--- src/rtl/icache_pkg.sv ---
// Shared constants, FSM encoding and parcel-assembly helpers for the
// direct-mapped instruction cache.
package icache_pkg;

    localparam int DEFAULT_INDEX_BITS = 6;

    // Low two bits of a halfword that mark a full 32-bit (non-compressed) instruction.
    localparam logic [1:0] FULL_LEN_BITS = 2'b11;

    typedef enum logic [2:0] {
        ST_IDLE,
        ST_LOOKUP,
        ST_FILL_A,
        ST_FILL_B,
        ST_RESP
    } state_e;

    // True when a halfword-aligned fetch starts a 32-bit instruction and so
    // spills into the following word.
    function automatic logic needs_word_b(input logic i_pc1, input logic [31:0] i_word_a);
        return i_pc1 && (i_word_a[17:16] == FULL_LEN_BITS);
    endfunction

    function automatic logic [31:0] assemble_parcel(input logic i_pc1,
                                                    input logic [31:0] i_word_a,
                                                    input logic [31:0] i_word_b);
        if (!i_pc1)
            return i_word_a;
        else if (needs_word_b(i_pc1, i_word_a))
            return {i_word_b[15:0], i_word_a[31:16]};
        else
            return {16'h0000, i_word_a[31:16]};
    endfunction

endpackage

--- src/rtl/icache_if.sv ---
// Fetch-side request/response and memory-side refill signals of the icache.
interface icache_if;

    logic        to_icache;
    logic [31:0] pc_to_icache;
    logic        have_result;
    logic [31:0] inst_from_icache;
    logic        mem_req;
    logic [31:0] mem_addr;
    logic        mem_valid;
    logic [31:0] mem_data;

    // The cache itself.
    modport slave (
        input  to_icache, pc_to_icache, mem_valid, mem_data,
        output have_result, inst_from_icache, mem_req, mem_addr
    );

    // Fetch stage plus memory controller.
    modport master (
        output to_icache, pc_to_icache, mem_valid, mem_data,
        input  have_result, inst_from_icache, mem_req, mem_addr
    );

endinterface

--- src/rtl/icache_array.sv ---
// Valid/tag/data storage: two combinational lookup ports and one synchronous
// refill write port; only the valid bits are cleared by reset.
module icache_array
    import icache_pkg::*;
#(
    parameter  int INDEX_BITS = DEFAULT_INDEX_BITS,
    localparam int TAG_BITS   = 30 - INDEX_BITS,
    localparam int ENTRIES    = 1 << INDEX_BITS
) (
    input  logic                  clk_in,
    input  logic                  rst_in,
    input  logic [INDEX_BITS-1:0] i_idx_a,
    input  logic [TAG_BITS-1:0]   i_tag_a,
    output logic                  o_hit_a,
    output logic [31:0]           o_data_a,
    input  logic [INDEX_BITS-1:0] i_idx_b,
    input  logic [TAG_BITS-1:0]   i_tag_b,
    output logic                  o_hit_b,
    output logic [31:0]           o_data_b,
    input  logic                  i_we,
    input  logic [INDEX_BITS-1:0] i_w_idx,
    input  logic [TAG_BITS-1:0]   i_w_tag,
    input  logic [31:0]           i_w_data
);

    logic [ENTRIES-1:0] r_valid;
    logic [TAG_BITS-1:0] r_tag  [ENTRIES];
    logic [31:0]         r_data [ENTRIES];

    always_ff @(posedge clk_in or negedge rst_in) begin
        if (!rst_in)
            r_valid <= '0;
        else if (i_we)
            r_valid[i_w_idx] <= 1'b1;
    end

    // NOTE: tag/data arrays carry no reset; the cleared valid bit masks
    // whatever they hold, and leaving them unreset lets them map to RAM.
    always_ff @(posedge clk_in) begin
        if (i_we) begin
            r_tag[i_w_idx]  <= i_w_tag;
            r_data[i_w_idx] <= i_w_data;
        end
    end

    assign o_hit_a  = r_valid[i_idx_a] && (r_tag[i_idx_a] == i_tag_a);
    assign o_data_a = r_data[i_idx_a];
    assign o_hit_b  = r_valid[i_idx_b] && (r_tag[i_idx_b] == i_tag_b);
    assign o_data_b = r_data[i_idx_b];

endmodule

--- src/rtl/icache.sv ---
// Direct-mapped instruction cache: FSM, address split, parcel assembly and
// one-word-per-transaction refill handshake with the memory controller.
module icache
    import icache_pkg::*;
#(
    parameter int INDEX_BITS = DEFAULT_INDEX_BITS
) (
    input  logic     clk_in,
    input  logic     rst_in,
    input  logic     rdy_in,
    icache_if.slave  bus
);

    localparam int TAG_BITS = 30 - INDEX_BITS;

    state_e      r_state;
    logic [31:1] r_pc;
    logic        r_have_result;
    logic [31:0] r_inst;
    logic        r_mem_req;
    logic [29:0] r_fill_word;

    logic [29:0] w_word_a;
    logic [29:0] w_word_b;
    logic        w_hit_a;
    logic        w_hit_b;
    logic [31:0] w_data_a;
    logic [31:0] w_data_b;
    logic        w_need_b;
    logic        w_fill_done;
    logic        w_unused_pc0;

    // Word B wraps naturally in 30 bits, so the last word pairs with word 0.
    assign w_word_a     = r_pc[31:2];
    assign w_word_b     = w_word_a + 30'd1;
    assign w_need_b     = needs_word_b(r_pc[1], w_data_a);
    assign w_fill_done  = rdy_in && bus.mem_valid &&
                          (r_state == ST_FILL_A || r_state == ST_FILL_B);
    assign w_unused_pc0 = bus.pc_to_icache[0];

    icache_array #(
        .INDEX_BITS (INDEX_BITS)
    ) u_array (
        .clk_in   (clk_in),
        .rst_in   (rst_in),
        .i_idx_a  (w_word_a[INDEX_BITS-1:0]),
        .i_tag_a  (w_word_a[29:INDEX_BITS]),
        .o_hit_a  (w_hit_a),
        .o_data_a (w_data_a),
        .i_idx_b  (w_word_b[INDEX_BITS-1:0]),
        .i_tag_b  (w_word_b[29:INDEX_BITS]),
        .o_hit_b  (w_hit_b),
        .o_data_b (w_data_b),
        .i_we     (w_fill_done),
        .i_w_idx  (r_fill_word[INDEX_BITS-1:0]),
        .i_w_tag  (r_fill_word[29:INDEX_BITS]),
        .i_w_data (bus.mem_data)
    );

    // Every fill returns to LOOKUP so the hit/RVC decision is always made
    // against the array contents, including the word just written.
    // NOTE: all state here is assigned with <= so every branch sees the
    // pre-edge values regardless of statement order.
    always_ff @(posedge clk_in or negedge rst_in) begin
        if (!rst_in) begin
            r_state       <= ST_IDLE;
            r_pc          <= '0;
            r_have_result <= 1'b0;
            r_inst        <= '0;
            r_mem_req     <= 1'b0;
            r_fill_word   <= '0;
        end else if (rdy_in) begin
            case (r_state)
                ST_IDLE: begin
                    if (bus.to_icache) begin
                        r_pc    <= bus.pc_to_icache[31:1];
                        r_state <= ST_LOOKUP;
                    end
                end
                ST_LOOKUP: begin
                    if (!w_hit_a) begin
                        r_mem_req   <= 1'b1;
                        r_fill_word <= w_word_a;
                        r_state     <= ST_FILL_A;
                    end else if (w_need_b && !w_hit_b) begin
                        r_mem_req   <= 1'b1;
                        r_fill_word <= w_word_b;
                        r_state     <= ST_FILL_B;
                    end else begin
                        r_have_result <= 1'b1;
                        r_inst        <= assemble_parcel(r_pc[1], w_data_a, w_data_b);
                        r_state       <= ST_RESP;
                    end
                end
                ST_FILL_A, ST_FILL_B: begin
                    if (bus.mem_valid) begin
                        r_mem_req <= 1'b0;
                        r_state   <= ST_LOOKUP;
                    end
                end
                ST_RESP: begin
                    r_have_result <= 1'b0;
                    r_state       <= ST_IDLE;
                end
                default: r_state <= ST_IDLE;
            endcase
        end
    end

    assign bus.have_result      = r_have_result;
    assign bus.inst_from_icache = r_inst;
    assign bus.mem_req          = r_mem_req;
    assign bus.mem_addr         = {r_fill_word, 2'b00};

endmodule

--- src/flat_wrapper.sv ---
// flat-port wrapper written by rule: the top's interface ports become plain ports
module icache_flat import icache_pkg::*;
#(
    parameter int INDEX_BITS = DEFAULT_INDEX_BITS
)
  (clk_in, rst_in, rdy_in, bus_to_icache, bus_pc_to_icache, bus_mem_valid, bus_mem_data, bus_have_result, bus_inst_from_icache, bus_mem_req, bus_mem_addr);
  icache_if bus_i ();
  input  logic clk_in;
  input  logic rst_in;
  input  logic rdy_in;
  input wire logic [$bits(bus_i.to_icache)-1:0] bus_to_icache;
  input wire logic [$bits(bus_i.pc_to_icache)-1:0] bus_pc_to_icache;
  input wire logic [$bits(bus_i.mem_valid)-1:0] bus_mem_valid;
  input wire logic [$bits(bus_i.mem_data)-1:0] bus_mem_data;
  output wire logic [$bits(bus_i.have_result)-1:0] bus_have_result;
  output wire logic [$bits(bus_i.inst_from_icache)-1:0] bus_inst_from_icache;
  output wire logic [$bits(bus_i.mem_req)-1:0] bus_mem_req;
  output wire logic [$bits(bus_i.mem_addr)-1:0] bus_mem_addr;
  assign bus_i.to_icache = bus_to_icache;
  assign bus_i.pc_to_icache = bus_pc_to_icache;
  assign bus_i.mem_valid = bus_mem_valid;
  assign bus_i.mem_data = bus_mem_data;
  assign bus_have_result = bus_i.have_result;
  assign bus_inst_from_icache = bus_i.inst_from_icache;
  assign bus_mem_req = bus_i.mem_req;
  assign bus_mem_addr = bus_i.mem_addr;
  icache #(.INDEX_BITS(INDEX_BITS)) u_core (.clk_in(clk_in), .rst_in(rst_in), .rdy_in(rdy_in), .bus(bus_i));
endmodule
--- config.mk ---
export PLATFORM = sky130hd
export DESIGN_NAME = icache_flat
export DESIGN_NICKNAME = d
export VERILOG_FILES = /design/src/rtl/icache_pkg.sv /design/src/rtl/icache_if.sv /design/src/rtl/icache_array.sv /design/src/rtl/icache.sv /design/src/flat_wrapper.sv
export SDC_FILE = /design/constraint.sdc
export NUM_CORES = 2
export LEC_CHECK = 0
export BUFFER_PORTS_ARGS = -buffer_cell sky130_fd_sc_hd__buf_2
export CAP_MARGIN = 20
export CORE_ASPECT_RATIO = 0.75
export CORE_MARGIN = 5
export CORE_UTILIZATION = 55
export CTS_BUF_LIST = sky130_fd_sc_hd__clkbuf_8 sky130_fd_sc_hd__clkbuf_16
export DETAILED_ROUTE_END_ITERATION = 7
export PLACE_DENSITY_LB_ADDON = 0.08
export SKIP_LAST_GASP = 1
export SLEW_MARGIN = 15
export SYNTH_ARGS = -nofsm -noshare
export SYNTH_HDL_FRONTEND = slang
export SYNTH_SLANG_ARGS = --single-unit
export TNS_END_PERCENT = 10
--- constraint.sdc ---
create_clock -name clk_in -period 14.1 [get_ports clk_in]
set_input_delay 0 -clock clk_in [delete_from_list [all_inputs] [get_ports clk_in]]
set_output_delay 0 -clock clk_in [all_outputs]
set_load 0.005 [all_outputs]
==> results.json <==
{
  "gp_congestion": 0.946,
  "seq_area_sq_um": 112000,
  "synth_ff_type": "edfxtp_1",
  "holdCritPathClass": "primary input to flop",
  "num_vias": 94300,
  "clock_skew_ns": 0.0567,
  "die_y_microns": 486,
  "clock-sinks": 3746,
  "synth-edff-count": 3584,
  "yosys_warnings": 0,
  "netlist_area_sq_um": 166000,
  "totalWireLength_microns": 549000,
  "synth-compound-area-share": 0.0178,
  "wl_per_cell_microns": 43.9,
  "slew_headroom": 0.0619,
  "max-cap-violations": 0,
  "dieArea_sq_um": 313000,
  "antenna_found_initial": 30,
  "overflow": 0,
  "final_cell_mix": "3584 x edfxtp_1, 1734 x mux4_2, 415 x nand2_1, 378 x clkbuf_16, 284 x mux2i_1",
  "timing.fmax_mhz": 112,
  "multiInputGateArea_sq_um": 52000,
  "timing.critical_path.required_ns": 14.89,
  "synthMuxAreaShare": 0.262,
  "cpLargestDelayFamily": "buffers and inverters",
  "path_buf_inv": 4,
  "start_kind": "flop",
  "fillers": 20700,
  "io_buffers": 131,
  "drt_iter0_markers": 15500,
  "clock_tree.buffer_depth": 4,
  "grt_pass1_wl_microns": 751000,
  "ios": 135,
  "setup_tns_ns": 0,
  "crit_path_end_kind": "flop",
  "drv_slew": 0,
  "crit_top_cell": "buf_4",
  "ant_nets": 0,
  "worstPathCellList": "buf_4, buf_4, buf_12, buf_4, mux4_2, nand2_1, a21oi_1, nor4_1, a21oi_1, xor2_1, nor4_1, nand4_1, o21ai_2, nand3_4, mux2_4",
  "ys_ff_latch": 3746,
  "finalNonFillerCells": 12500,
  "layout-drive-gt1-share": 0.350,
  "synth_area_leaders": "edfxtp_1 65%, mux4_2 24%, dfrtp_1 2.4%, mux2i_1 1.7%, nand2_1 0.94%",
  "rows": 174,
  "path_class": "flop to flop",
  "cts.clk_slew.worst_paths_ns": 0.07,
  "cts_buffers": 367,
  "yosys.area_share.simple": 0.0251,
  "grt_pass1_vias": 91000,
  "yosysUniqueCellTypes": 85,
  "first_pass_iters": 6,
  "cp_data_arrival_time_ns": 9.75,
  "final_common_cell": "edfxtp_1",
  "outcome": "finished, final reports clean",
  "htreeDepth": 5,
  "holdWs_ns": 0.0426,
  "period_share": 0.636,
  "grt_max_degree": 139,
  "p_leak_nw": 59.2,
  "hold_viol_final": 0,
  "synth_top_family_by_area": "multiplexers",
  "core-area_sq_um": 300000,
  "fin_crit_ns": 8.96,
  "async_flop_share": 0.0432,
  "final_nets": 8300,
  "worst_slew_pin_slew_ns": 1.39,
  "synth_area_leader_cell": "edfxtp_1",
  "synth-xor-area-share": 0.00522,
  "post_cts_buffers": 0,
  "cp_slowest_cell": "a21oi_1",
  "seq_area_frac_synth": 0.673,
  "crit_fanout": 116,
  "initial_utilization": 0.553,
  "drcViolationCount": 0,
  "synth_fa_ha_area_frac": 0.0000755,
  "dp.cells": 11700,
  "slowest_delay_ns": 1.00,
  "clk_latency_ns": 0.94,
  "setup_violations": 0,
  "clock-root-buffer": "clkbuf_16",
  "dieWidth_microns": 644,
  "areaGrowthSynthToFinish_pct": 11.6,
  "grt_usage": 0.349,
  "powerDensity_nw_per_um2": 226,
  "postSynthAreaPerCell_sq_um": 21.0,
  "synth.top_cell.area_share": 0.649,
  "ir_worst_vdd_mv": 0.294,
  "syn_inst": 7911,
  "rsz0062_at_grt": "no",
  "tritoncts": "yes",
  "viasPerCell": 7.55,
  "dp_hpwl_microns": 309000
}
power breakdown:
group	internal, mW	switching, mW
combinational	7.94	10.1
clock	5.64	4.22
sequential	13.1	0.886
total	26.7	15.2
kinds of logic after synthesis:
group,after synthesis
fa+ha+maj,1
compound gates,426
mux,2139
buf+inv,605
xor+xnor,98
flops,3746
simple gates,895
other cells,1
cell type report:
class                   count  area share
flip-flops and latches   3746       0.604
multi-input cells        3561       0.281
diodes                      9    0.000122
inverters                  35    0.000804
clock inverters           272      0.0122
repair buffers            519      0.0233
clock buffers             391      0.0521
well taps                3960      0.0268
through the flow:
stage / utilization / cell area (sq um) / setup slack, ns / power [mW]
floorplan: - / 166000 / 9.10 / 25.9
global placement: 0.573 / 172000 / 5.35 / 31.8
detailed placement: 0.573 / 172000 / 5.33 / 31.9
CTS: 0.616 / 185000 / 5.29 / 41.7
global route: 0.617 / 185000 / 4.65 / 43.3
finish: 0.617 / 185000 / 5.14 / 41.9
metal layers:
| layer | global-route usage | vias to the layer above | part of all wire |
|---|---|---|---|
| met5 | 0.00106 | - | 0.00038 |
| met4 | 0.127 | 26 | 0.046 |
| met3 | 0.121 | 1233 | 0.15 |
| met2 | 0.486 | 7622 | 0.43 |
| met1 | 0.516 | 50800 | 0.37 |
| li1 | - | 34700 | - |
cell usage after synthesis (92+ instances only):
master / n
buf_1: 95
mux4_2: 1734
nand2_1: 417
buf_2: 206
edfxtp_1: 3584
clkbuf_1: 211
mux2i_1: 284
nor2_1: 124
a21oi_1: 100
nand3_1: 104
dfrtp_1: 162
mux2_2: 92
worst min-delay path, delay by kind of cell:
kind                   cells  cell delay, ns
AO/OA/AOI/OAI              1            0.09
buffers and inverters      2            0.82
path summary, 6_finish.rpt:
path                                                  from                         endpoint  slack [ns]  cells past startpoint
worst max-delay path                        u_core.r_pc[2]  u_core.bus.inst_from_icache[26]        5.14                     15
worst min-delay path                                rdy_in                u_core.r_state[2]        0.04                      3
worst max register to register              u_core.r_pc[2]  u_core.bus.inst_from_icache[26]        5.14                     15
worst min register to register  u_core.u_array.r_valid[40]       u_core.u_array.r_valid[40]        0.49                      1
max in group asynchronous                           rst_in  u_core.bus.inst_from_icache[14]       12.83                      4
min in group asynchronous                           rst_in                  u_core.r_pc[14]        0.26                      4
timing repair:
action	4_1_cts	5_1_grt
resized for setup	0	0
hold endpoints to repair	2187	0
hold buffers	101	0
state kept, by name, summed over array words and instances, names as in the netlist:
register / cells
u_core.u_array.r_data: 2048
u_core.u_array.r_tag: 1536
u_core.u_array.r_valid: 64
u_core.bus.inst_from_icache: 32
u_core.r_pc: 31
u_core.r_fill_word: 30
u_core.r_state: 3
u_core.bus.have_result: 1
u_core.bus.mem_req: 1
Note: power is estimated with default switching activity, not from simulation.
